`config.mk`:
```
export PLATFORM = sky130hd
export DESIGN_NAME = gcode_tx_fifo
export DESIGN_NICKNAME = d
export VERILOG_FILES = /design/src/rtl/gcode_tx_fifo.sv
export SDC_FILE = /design/constraint.sdc
export NUM_CORES = 1
export LEC_CHECK = 0
export ABC_AREA = 1
export CAP_MARGIN = 20
export CORE_MARGIN = 4
export CORE_UTILIZATION = 46
export CTS_CLUSTER_DIAMETER = 30
export DETAILED_ROUTE_END_ITERATION = 12
export GPL_ROUTABILITY_DRIVEN = 0
export PLACE_DENSITY = 0.66
export SLEW_MARGIN = 10
export SYNTH_ARGS = -nofsm -noshare
export SYNTH_HDL_FRONTEND = slang
export SYNTH_SLANG_ARGS = --single-unit
```
`constraint.sdc`:
```
create_clock -name clk -period 5.8 [get_ports clk]
set_input_delay 1.16 -clock clk [delete_from_list [all_inputs] [get_ports clk]]
set_output_delay 1.16 -clock clk [all_outputs]
set_load 0.01 [all_outputs]
```
`src/rtl/gcode_tx_fifo.sv`:
```
// gcode_tx_fifo: line-aware byte FIFO between a valid/ready G-code byte source
// and a UART transmitter using a tx_start/tx_busy handshake. Bytes are only
// released once a complete line (ending in 0x0A) is stored. If the FIFO fills
// with no complete line, the sticky overflow flag also releases bytes.
// Optional build macro TX_FIFO_STRIP_COMMENT_EN: when defined, bytes from ';'
// up to (but not including) the next 0x0A are handshaken but not stored.
module gcode_tx_fifo #(
  parameter int DEPTH  = 64,
  parameter int ADDR_W = 6
) (
  input  logic              clk,
  input  logic              reset,
  input  logic              in_valid,
  input  logic [7:0]        in_data,
  output logic              in_ready,
  input  logic              tx_busy,
  output logic              tx_start,
  output logic [7:0]        tx_data,
  output logic [ADDR_W:0]   level,
  output logic [ADDR_W:0]   line_count,
  output logic              overflow
);

  localparam logic [7:0]        NL       = 8'h0A;
  localparam logic [7:0]        SEMI     = 8'h3B;
  localparam logic [ADDR_W:0]   FULL_LVL = (ADDR_W+1)'(DEPTH);
  localparam logic [ADDR_W:0]   ONE_LVL  = (ADDR_W+1)'(1);
  localparam logic [ADDR_W-1:0] ONE_PTR  = ADDR_W'(1);

  typedef enum logic [1:0] {IDLE, START, WAIT_HI, WAIT_LO} state_t;

  state_t            state;
  logic [1:0]        hi_cnt;
  logic [ADDR_W-1:0] wr_ptr;
  logic [ADDR_W-1:0] rd_ptr;
  logic [7:0]        mem [DEPTH];

  logic              push;
  logic              store;
  logic              pop;
  logic              nl_in;
  logic              nl_out;
  logic              rel;
  logic [7:0]        head;
  logic [ADDR_W:0]   level_next;
  logic [ADDR_W:0]   lc_next;

  assign in_ready = (level != FULL_LVL);
  assign push     = in_valid && in_ready;
  assign head     = mem[rd_ptr];
  assign rel      = (line_count != '0) || overflow;
  // A pop only starts from IDLE, and never while the UART still reports busy.
  assign pop      = (state == IDLE) && (level != '0) && rel && !tx_busy;
  assign nl_out   = pop && (head == NL);

`ifdef TX_FIFO_STRIP_COMMENT_EN
  logic strip_flag;

  // The newline is always stored. Everything else is dropped inside a comment,
  // and the ';' that opens the comment is dropped too.
  assign store = push && ((in_data == NL) || (!strip_flag && (in_data != SEMI)));

  // Comment tracking: ';' opens a comment and newline closes it.
  always_ff @(posedge clk or negedge reset) begin
    if (!reset) begin
      strip_flag <= 1'b0;
    end else if (push) begin
      if (in_data == NL)
        strip_flag <= 1'b0;
      else if (in_data == SEMI)
        strip_flag <= 1'b1;
    end
  end
`else
  assign store = push;
`endif

  assign nl_in = store && (in_data == NL);

  // Next fill level and line count; a simultaneous push and pop cancel out.
  always_comb begin
    level_next = level;
    lc_next    = line_count;
    if (store && !pop)
      level_next = level + ONE_LVL;
    else if (!store && pop)
      level_next = level - ONE_LVL;
    if (nl_in && !nl_out)
      lc_next = line_count + ONE_LVL;
    else if (!nl_in && nl_out)
      lc_next = line_count - ONE_LVL;
  end

  // Byte storage. There is no reset, so this can map onto RAM.
  always_ff @(posedge clk) begin
    if (store)
      mem[wr_ptr] <= in_data;
  end

  // Pointers, occupancy and the sticky overflow flag.
  always_ff @(posedge clk or negedge reset) begin
    if (!reset) begin
      wr_ptr     <= '0;
      rd_ptr     <= '0;
      level      <= '0;
      line_count <= '0;
      overflow   <= 1'b0;
    end else begin
      if (store)
        wr_ptr <= wr_ptr + ONE_PTR;
      if (pop)
        rd_ptr <= rd_ptr + ONE_PTR;
      level      <= level_next;
      line_count <= lc_next;
      // The flag sets on the same edge the FIFO becomes full with no line stored.
      if ((level_next == FULL_LVL) && (lc_next == '0))
        overflow <= 1'b1;
    end
  end

  // Read FSM: pop into tx_data, pulse tx_start, then follow the UART busy cycle.
  always_ff @(posedge clk or negedge reset) begin
    if (!reset) begin
      state    <= IDLE;
      tx_start <= 1'b0;
      tx_data  <= 8'h00;
      hi_cnt   <= 2'd0;
    end else begin
      case (state)
        IDLE: begin
          if (pop) begin
            tx_data  <= head;
            tx_start <= 1'b1;
            state    <= START;
          end
        end
        START: begin
          tx_start <= 1'b0;
          hi_cnt   <= 2'd0;
          state    <= WAIT_HI;
        end
        WAIT_HI: begin
          // If busy never rises, give up after four cycles and count the byte as sent.
          if (tx_busy)
            state <= WAIT_LO;
          else if (hi_cnt == 2'd3)
            state <= IDLE;
          else
            hi_cnt <= hi_cnt + 2'd1;
        end
        WAIT_LO: begin
          if (!tx_busy)
            state <= IDLE;
        end
        default: begin
          state    <= IDLE;
          tx_start <= 1'b0;
        end
      endcase
    end
  end

endmodule

```
==> results.md, run 1 <==
- Synth-to-layout area growth: 19.19%
- Min-Delay Path Class: primary input to async pin
- Post-CTS Setup Repair Bufs: 0
- Worst-Margin Slew: 1.095 ns
- Cell row count: 82
- Vias in the first global route: 16310
- Unique masters post-synth: 35
- Mapped cell area: 23570 µm²
- Post-route DRC violation count: 0
- Slew headroom: 0.2680
- Core Area: 50380 µm²
- Ys async rst share: 0.07246
- PD cells: 547.8 nW/µm²
- Final hold slack: 0.3833 ns
- EDFF count, synth: 512
- Final worst slack: 1.670 ns
- Final period util: 0.7120
- Final ANT Viol Nets: 0
- Final setup fails: 0
- Unrepaired setup endpoints after global routing: no
- Clk sinks: 552
- DP Cell Count: 2795
- Main synth FF type: edfxtp_1
- Non-filler cells, final: 3006
- Antenna cells: 0
- Status: finished clean
- Drt initial violations: 1714
- # hold bufs at CTS: 0
- Routed len/inst: 20.23 µm
- I/O pin count: 37
- Grt ovf: 0
- First-pass GRT wire length: 93690 µm
- Maxcap violations: 0
- Cells after synthesis: 2171
- Setup TNS: 0 ns
- CP required: 6.37 ns
- Gr usage total: 0.2239
- Syn Area/Cell: 10.86 µm²
- Clock Skews: 0.02804 ns
- Die ar.: 54920 µm²
- Post-cts sizing count: 0
- Vias/cell: 5.406
- Critical path peak fanout: 113
- VDD IR-drop max: 0.0003110 V
- Final Hold Fails: 0
- Reg2reg path depth: 22
- Largest net degree at the start of global routing: 165
- Critical Setup Path Class: flip-flop to flip-flop
- Reg-to-Reg End: overflow
- Share of the yosys chip area belonging to registers: 0.6948
- Most common cell after layout, fill and taps aside: nand2_1
- RR Startpoint: rd_ptr[0]
- Most frequent cells in the layout: nand2_1 (610), edfxtp_1 (512), nor2_1 (310), nand3_1 (252), clkbuf_16 (116)
- Die Wd: 234.4 µm
- HPWL Detailed: 34280 µm
- I/O Buffers: 36
- Initial antenna violation count: 0
- Critical path's top delay family: simple AND/OR/NAND/NOR gates
- Layout cell share with drive strength beyond 1: 0.1050
- CTS Buf Count: 113
- CTS tree: yes
- Critical path's slowest cell: inv_6
- F_max: 242.1 MHz
- H-tree levels: 3
- R2R Setup Slk: 1.67 ns
- Final Core Density: 0.5576
- Crit path time final: 4.130 ns
- Initial Util: 0.4678
- Routed vias: 16250
- Register bit total from synthesis: 552
- Clk Latency, worst-skew pair: 0.64 ns
- Cell Chain, Critical Path: inv_6 > buf_12 > nand2_1 > nand2_1 > nand2_1 > a21oi_1 > nor2_1 > nand2_1 > nand3_1 > nand2_1 > nand2_1 > inv_1 > nand3_1 > nor2_2 > nand2_2 > o21ai_1 > nand2_1 > nand2_1 > nand2_1 > nor2_1 > nand2_1 > nand2_1
- DRT Wirelength: 60810 µm
- Clock buffer depth: 3
- Fin nets: 2259
- Leakage: 10.65 nW
- WP buf/inv: 3
- CP most frequent cell: nand2_1
- Crit start category: flip-flop
- CP Capture Type: flip-flop
- Die H: 234.4 µm
- Pre-CTS WS: 1.531 ns
- Synthesized net count: 2191
- Synth Warn #: 0
- Critical Path Max Stage Delay: 0.76 ns
- Clk root buf: clkbuf_16
- First-pass DRT Iterations: 5
- CTS clk-pin slew, worst paths: 0.05 ns
- Worst Path Arrival: 4.70 ns
- Max-slew violations: 0
==> logic make-up after synthesis <==
logic type	synth area share
buffers and inverters	0.04661
AOI/OAI and AO/OA	0.03615
adders and majority gates	0.004247
xor gates and xnor gates	0.006689
and+or+nand+nor	0.2110
DFF	0.6948
muxes	0.0004247
==> flip-flops by register name, summed over array words and instances, names as in the netlist <==
name,cells
hi_cnt,2
level,7
line_count,7
mem,512
overflow,1
rd_ptr,6
state,2
tx_data,8
tx_start,1
wr_ptr,6
==> layer usage <==
layer,track usage,up-vias,part of all wire
met4,0.09874,0,0.037
met3,0.04045,116,0.073
met2,0.3647,684,0.48
li1,-,7570,-
met1,0.2964,7879,0.41
met5,0,-,0
==> metrics by stage <==
stage / power, mW / cell area [µm²]
final: 15.39 / 28090
after global routing: 16.12 / 28090
after CTS: 15.41 / 28070
after detailed placement: 9.103 / 24290
after global placement: 9.055 / 24290
after floorplan: 7.860 / 23570
==> synth_stat cells (all sizes together), types with 13 or more instances <==
master / count / area [µm²]
dfrtp: 40 / 1001
o21ai: 115 / 575.6
xor2: 18 / 157.7
a21oi: 34 / 170.2
clkbuf: 17 / 63.81
buf: 92 / 623.1
nand4: 13 / 81.33
nand2: 618 / 2350
nand3: 253 / 1271
inv: 106 / 400.4
nor2: 314 / 1199
edfxtp: 512 / 15370
==> final cells by class <==
| cell class | instances | area [µm²] |
|---|---|---|
| well taps | 672 | 840.8 |
| clock inverters | 83 | 840.8 |
| flip-flops and latches | 552 | 16380 |
| multi-input cells | 1401 | 6093 |
| inverters | 109 | 415.4 |
| clock buffers | 127 | 2944 |
| fillers | 4045 | 22290 |
| repair buffers | 62 | 573.1 |
==> worst max-delay path by stage <==
stage / from / endpoint / slack [ns] / cells after the start
finish: rd_ptr[0] / overflow / 1.67 / 22
global route: rd_ptr[0] / overflow / 1.36 / 22
CTS: rd_ptr[0] / overflow / 1.73 / 22
detailed placement: in_valid / mem[34][7] / 1.53 / 5
global placement: in_valid / mem[35][4] / 1.63 / 5
floorplan: tx_busy / overflow / 3.09 / 15
==> where the power goes <==
| group | switching, mW | total, mW | internal [mW] |
|---|---|---|---|
| clock | 2.07 | 6.28 | 4.21 |
| sequential | 0.278 | 4.90 | 4.62 |
| combinational | 2.99 | 4.21 | 1.21 |
| total | 5.35 | 15.4 | 10.0 |
Note: power is estimated with default switching activity, not from simulation.
==> run 2, diff against run 1 <==
--- a/config.mk
+++ b/config.mk
@@ -12,7 +12,7 @@
 export CTS_CLUSTER_DIAMETER = 30
 export DETAILED_ROUTE_END_ITERATION = 12
 export GPL_ROUTABILITY_DRIVEN = 0
-export PLACE_DENSITY = 0.66
+export PLACE_DENSITY = 0.68
 export SLEW_MARGIN = 10
 export SYNTH_ARGS = -nofsm -noshare
 export SYNTH_HDL_FRONTEND = slang
==> constraint.sdc (replaced) <==
create_clock -name clk -period 3.6 [get_ports clk]
set_input_delay 0.72 -clock clk [delete_from_list [all_inputs] [get_ports clk]]
set_output_delay 0.72 -clock clk [all_outputs]
set_load 0.01 [all_outputs]
==> results.md, run 2 (synthesized netlist as in run 1, its figures left out) <==
- Status: finished clean
- Crit path time final: 3.297 ns
- Initial antenna violation count: 1
- Final period util: 0.9158
- Critical path's top delay family: simple AND/OR/NAND/NOR gates
- Most frequent cells in the layout: nand2_1 (610), edfxtp_1 (512), nor2_1 (310), nand3_1 (252), clkbuf_16 (111)
- Final setup fails: 0
- Largest Register: mem
- Synth-to-layout area growth: 21.98%
- Critical Path Max Stage Delay: 0.47 ns
- Worst Path Arrival: 3.86 ns
- CP required: 4.16 ns
- Initial Util: 0.4678
- CTS Buf Count: 108
- Critical path's slowest cell: dfrtp_4
- Clock buffer depth: 3
- Cell row count: 82
- CP most frequent cell: nand2_1
- First-pass DRT Iterations: 5
- Vias in the first global route: 16600
- Post-route DRC violation count: 0
- Max-slew violations: 0
- # hold bufs at CTS: 0
- Routed vias: 16660
- Slew headroom: 0.3507
- Clk Latency, worst-skew pair: 0.65 ns
- Final Hold Fails: 0
- I/O pin count: 37
- RR Startpoint: rd_ptr[0]
- Crit start category: flip-flop
- VDD IR-drop max: 0.0006336 V
- Gr usage total: 0.2244
- H-tree levels: 3
- Grt ovf: 0
- Clk root buf: clkbuf_16
- Maxcap violations: 0
- Biggest regs: mem x512, tx_data x8
- Largest net degree at the start of global routing: 154
- R2R Setup Slk: 0.30 ns
- DRT Wirelength: 60900 µm
- HPWL Detailed: 35230 µm
- F_max: 303.3 MHz
- Clock Skews: 0.02701 ns
- Drt initial violations: 1985
- Post-cts sizing count: 0
- Core Area: 50380 µm²
- Die ar.: 54920 µm²
- Setup TNS: 0 ns
- CP Capture Type: flip-flop
- Final ANT Viol Nets: 0
- Worst-Margin Slew: 0.9740 ns
- Power, Total: 25.09 mW
- Cell Chain, Critical Path: buf_12 > nor2_1 > nor2_1 > nand2_1 > nand3_1 > nand3_1 > nand2_1 > nand3_1 > nand2_1 > nand2_1 > inv_1 > nand3_1 > nor2_2 > nand2_2 > o21ai_1 > nand2_1 > nand2_1 > nand2_1 > nor2_1 > nand2_1 > nand2_1
- First-pass GRT wire length: 94790 µm
- CTS clk-pin slew, worst paths: 0.05 ns
- WP buf/inv: 2
- Die H: 234.4 µm
- I/O Buffers: 36
- Clk sinks: 552
- Max reg flops: 512
- Leakage: 11.08 nW
- Reg2reg path depth: 21
- CTS tree: yes
- Unrepaired setup endpoints after global routing: no
- Fin nets: 2340
- Vias/cell: 5.403
- Critical Setup Path Class: flip-flop to flip-flop
- Post-CTS Setup Repair Bufs: 0
- PD cells: 872.8 nW/µm²
- Fill cells: 3963
- Critical path peak fanout: 153
- Die Wd: 234.4 µm
- Reg-to-Reg End: overflow
- Antenna cells: 0
- Min-Delay Path Class: primary input to async pin
- Routed len/inst: 19.75 µm
- Layout cell share with drive strength beyond 1: 0.1343
- Most common cell after layout, fill and taps aside: nand2_1
-- run 2: cell types whose count changed in the layout (fill, tap and decap cells not counted) --
cell,before,now
nor4_1,4,3
clkbuf_16,116,111
nor4_2,0,1
buf_12,5,10
clkinv_8,1,2
clkinvlp_4,13,15
inv_6,8,10
bufinv_16,13,15
clkinv_2,26,15
inv_8,0,2
clkinv_4,12,11
buf_4,21,102
-- run 2: stage by stage --
step | cell area [µm²] | hold slack (ns) | setup slack [ns] | cells | util
global route | 28750 | 0.3077 | 0.01707 | 3084 | 0.5707
global placement | 25020 | 0.4803 | 0.3712 | 2882 | 0.4967
finish | 28750 | 0.2514 | 0.3030 | 3084 | 0.5707
CTS | 28750 | 0.2651 | 0.3753 | 3084 | 0.5707
detailed placement | 25020 | 0.4764 | 0.2515 | 2882 | 0.4967
floorplan | 23570 | 0.4244 | 1.207 | 2171 | -
-- run 2: where the power goes --
group          internal (mW)  switching [mW]
clock network           6.72            3.35
registers               7.44           0.323
logic                   2.20            5.07
total                   16.3            8.74
-- run 2: worst max path at each step --
stage | from | to | slack (ns) | cells after the start
finish | rd_ptr[0] | overflow | 0.30 | 21
global route | rd_ptr[0] | overflow | 0.02 | 20
CTS | rd_ptr[0] | overflow | 0.38 | 23
detailed placement | tx_busy | overflow | 0.25 | 14
global placement | tx_busy | overflow | 0.37 | 14
floorplan | level[0] | mem[12][0] | 1.21 | 10
-- run 2: layout make-up --
| cell class | count | area (µm²) | share of cell area |
|---|---|---|---|
| Clock buffer | 122 | 2819 | 0.09806 |
| Clock inverter | 80 | 908.4 | 0.03160 |
| Inverter | 109 | 415.4 | 0.01445 |
| Multi-Input combinational cell | 1401 | 6100 | 0.2122 |
| Sequential cell | 552 | 16380 | 0.5699 |
| Tap cell | 672 | 840.8 | 0.02925 |
| Timing Repair Buffer | 148 | 1281 | 0.04457 |
-- run 2: per-layer routing --
| metal | wire length (µm) | vias up | track usage |
|---|---|---|---|
| met1 | 24220 | 8109 | 0.2910 |
| met2 | 29940 | 691 | 0.3771 |
| met5 | 0 | - | 0 |
| met3 | 4583 | 135 | 0.03936 |
| met4 | 2147 | 0 | 0.09099 |
| li1 | - | 7727 | - |
==> run 3, diff against run 2 <==
--- a/config.mk
+++ b/config.mk
@@ -8,12 +8,11 @@
 export ABC_AREA = 1
 export CAP_MARGIN = 20
 export CORE_MARGIN = 4
-export CORE_UTILIZATION = 46
+export CORE_UTILIZATION = 56
 export CTS_CLUSTER_DIAMETER = 30
 export DETAILED_ROUTE_END_ITERATION = 12
 export GPL_ROUTABILITY_DRIVEN = 0
-export PLACE_DENSITY = 0.68
-export SLEW_MARGIN = 10
+export PLACE_DENSITY = 0.79
 export SYNTH_ARGS = -nofsm -noshare
 export SYNTH_HDL_FRONTEND = slang
 export SYNTH_SLANG_ARGS = --single-unit
==> results.md, run 3 (synthesized netlist as in run 1, its figures left out) <==
- CP required: 4.18 ns
- RR Startpoint: rd_ptr[0]
- Die Wd: 213.1 µm
- Post-cts sizing count: 0
- CP Capture Type: flip-flop
- Reg2reg path depth: 19
- Max reg flops: 512
- Largest net degree at the start of global routing: 128
- Crit start category: flip-flop
- Reg-to-Reg End: overflow
- R2R Setup Slk: 0.27 ns
- Final Core Density: 0.6872
- Worst Path Arrival: 3.91 ns
- Clk sinks: 552
- CTS tree: yes
- Final period util: 0.9247
- Largest Register: mem
- Max-slew violations: 0
- Clock Skews: 0.02628 ns
- Crit path time final: 3.329 ns
- Synth-to-layout area growth: 20.14%
- Maxcap violations: 0
- Grt ovf: 0
- Vias/cell: 5.825
- Unrepaired setup endpoints after global routing: no
- Critical Setup Path Class: flip-flop to flip-flop
- First-pass DRT Iterations: 6
- DRT Wirelength: 61110 µm
- Setup TNS: 0 ns
- Clock buffer depth: 3
- Initial antenna violation count: 1
- Status: finished clean
- Worst-Margin Slew: 0.9693 ns
- Clk Latency, worst-skew pair: 0.65 ns
- Min-Delay Path Class: primary input to async pin
- Post-CTS Setup Repair Bufs: 0
- Clk root buf: clkbuf_16
- Post-route DRC violation count: 0
- CTS Buf Count: 102
- Initial Util: 0.5720
- Drt initial violations: 2318
- F_max: 300.4 MHz
- HPWL Detailed: 34120 µm
- H-tree levels: 3
- Critical path peak fanout: 127
- Slew headroom: 0.3538
- Final ANT Viol Nets: 0
- Vias in the first global route: 17320
- # hold bufs at CTS: 0
- Routed vias: 17070
- Gr usage total: 0.2716
- Most common cell after layout, fill and taps aside: nand2_1
- Routed len/inst: 20.85 µm
- CTS clk-pin slew, worst paths: 0.05 ns
- Final setup fails: 0
- Biggest regs: mem x512, tx_data x8
- VDD IR-drop max: 0.0006950 V
- First-pass GRT wire length: 94500 µm
- Final Hold Fails: 0
- Die ar.: 45430 µm²
- Antenna cells: 0
- PD cells: 868.2 nW/µm²
- I/O pin count: 37
- I/O Buffers: 36
- Leakage: 10.96 nW
- Most frequent cells in the layout: nand2_1 (610), edfxtp_1 (512), nor2_1 (310), nand3_1 (252), o21ai_0 (103)
- Die H: 213.1 µm
- Cell row count: 74
- Core Area: 41200 µm²
- Layout cell share with drive strength beyond 1: 0.1296
- Fin nets: 2332
-- run 3: final cells by class --
class | count | area, µm²
sequential | 552 | 16380
timing repair buffer | 146 | 1266
tap | 532 | 665.6
inverter | 109 | 415.4
fill | 2640 | 12890
multi-input combinational | 1401 | 6093
clock inverter | 80 | 893.4
clock buffer | 111 | 2596
-- run 3: worst max-delay path: stages, from the launching register on --
cell,delay [ns]
dfrtp_4,0.50
buf_12,0.45
o21ai_0,0.19
o211ai_1,0.30
nand3_1,0.19
nand2_1,0.16
nand3_1,0.12
nand2_1,0.15
inv_1,0.09
nand2_1,0.11
nor2_4,0.05
nand2_4,0.12
nand3_1,0.12
o21ai_1,0.11
nand2_1,0.09
nand2_1,0.08
nand2_1,0.06
nor2_1,0.11
nand2_1,0.08
nand2_1,0.08
-- run 3: power breakdown --
group / switching, mW / total [mW] / internal [mW] / leakage [nW]
Combinational: 5.18 / 7.35 / 2.18 / 4.20
Sequential: 0.308 / 7.74 / 7.43 / 5.08
Clock: 3.35 / 9.49 / 6.13 / 1.67
Total: 8.84 / 24.6 / 15.7 / 11.0
-- run 3: worst max-delay path by stage --
stage / startpoint / to / slack [ns] / cells past startpoint
5_1_grt: rd_ptr[0] / overflow / 0.01 / 21
3_5_place_dp: tx_busy / overflow / 0.39 / 14
6_report: rd_ptr[0] / overflow / 0.27 / 19
3_3_place_gp: tx_busy / overflow / 0.56 / 14
2_1_floorplan: level[0] / mem[12][0] / 1.21 / 10
4_1_cts: rd_ptr[0] / overflow / 0.40 / 21
-- run 3: metrics by stage --
stage	cells	total power [mW]	worst slack, ns	instance area [µm²]	hold slack [ns]
2_1_floorplan	2171	12.66	1.207	23570	0.4244
3_3_place_gp	2740	14.68	0.5611	24820	0.4732
3_5_place_dp	2740	14.88	0.3858	24820	0.4921
4_1_cts	2931	24.50	0.3965	28310	0.2362
5_1_grt	2931	25.65	0.01097	28310	0.2917
6_report	2931	24.58	0.2711	28310	0.2237
-- run 3: metal layers --
layer | track usage | routed length [µm] | vias up
met4 | 0.1366 | 2942 | 0
li1 | - | - | 7700
met5 | 0 | 0 | -
met1 | 0.3434 | 22040 | 8081
met3 | 0.06832 | 6593 | 222
met2 | 0.4407 | 29530 | 1070
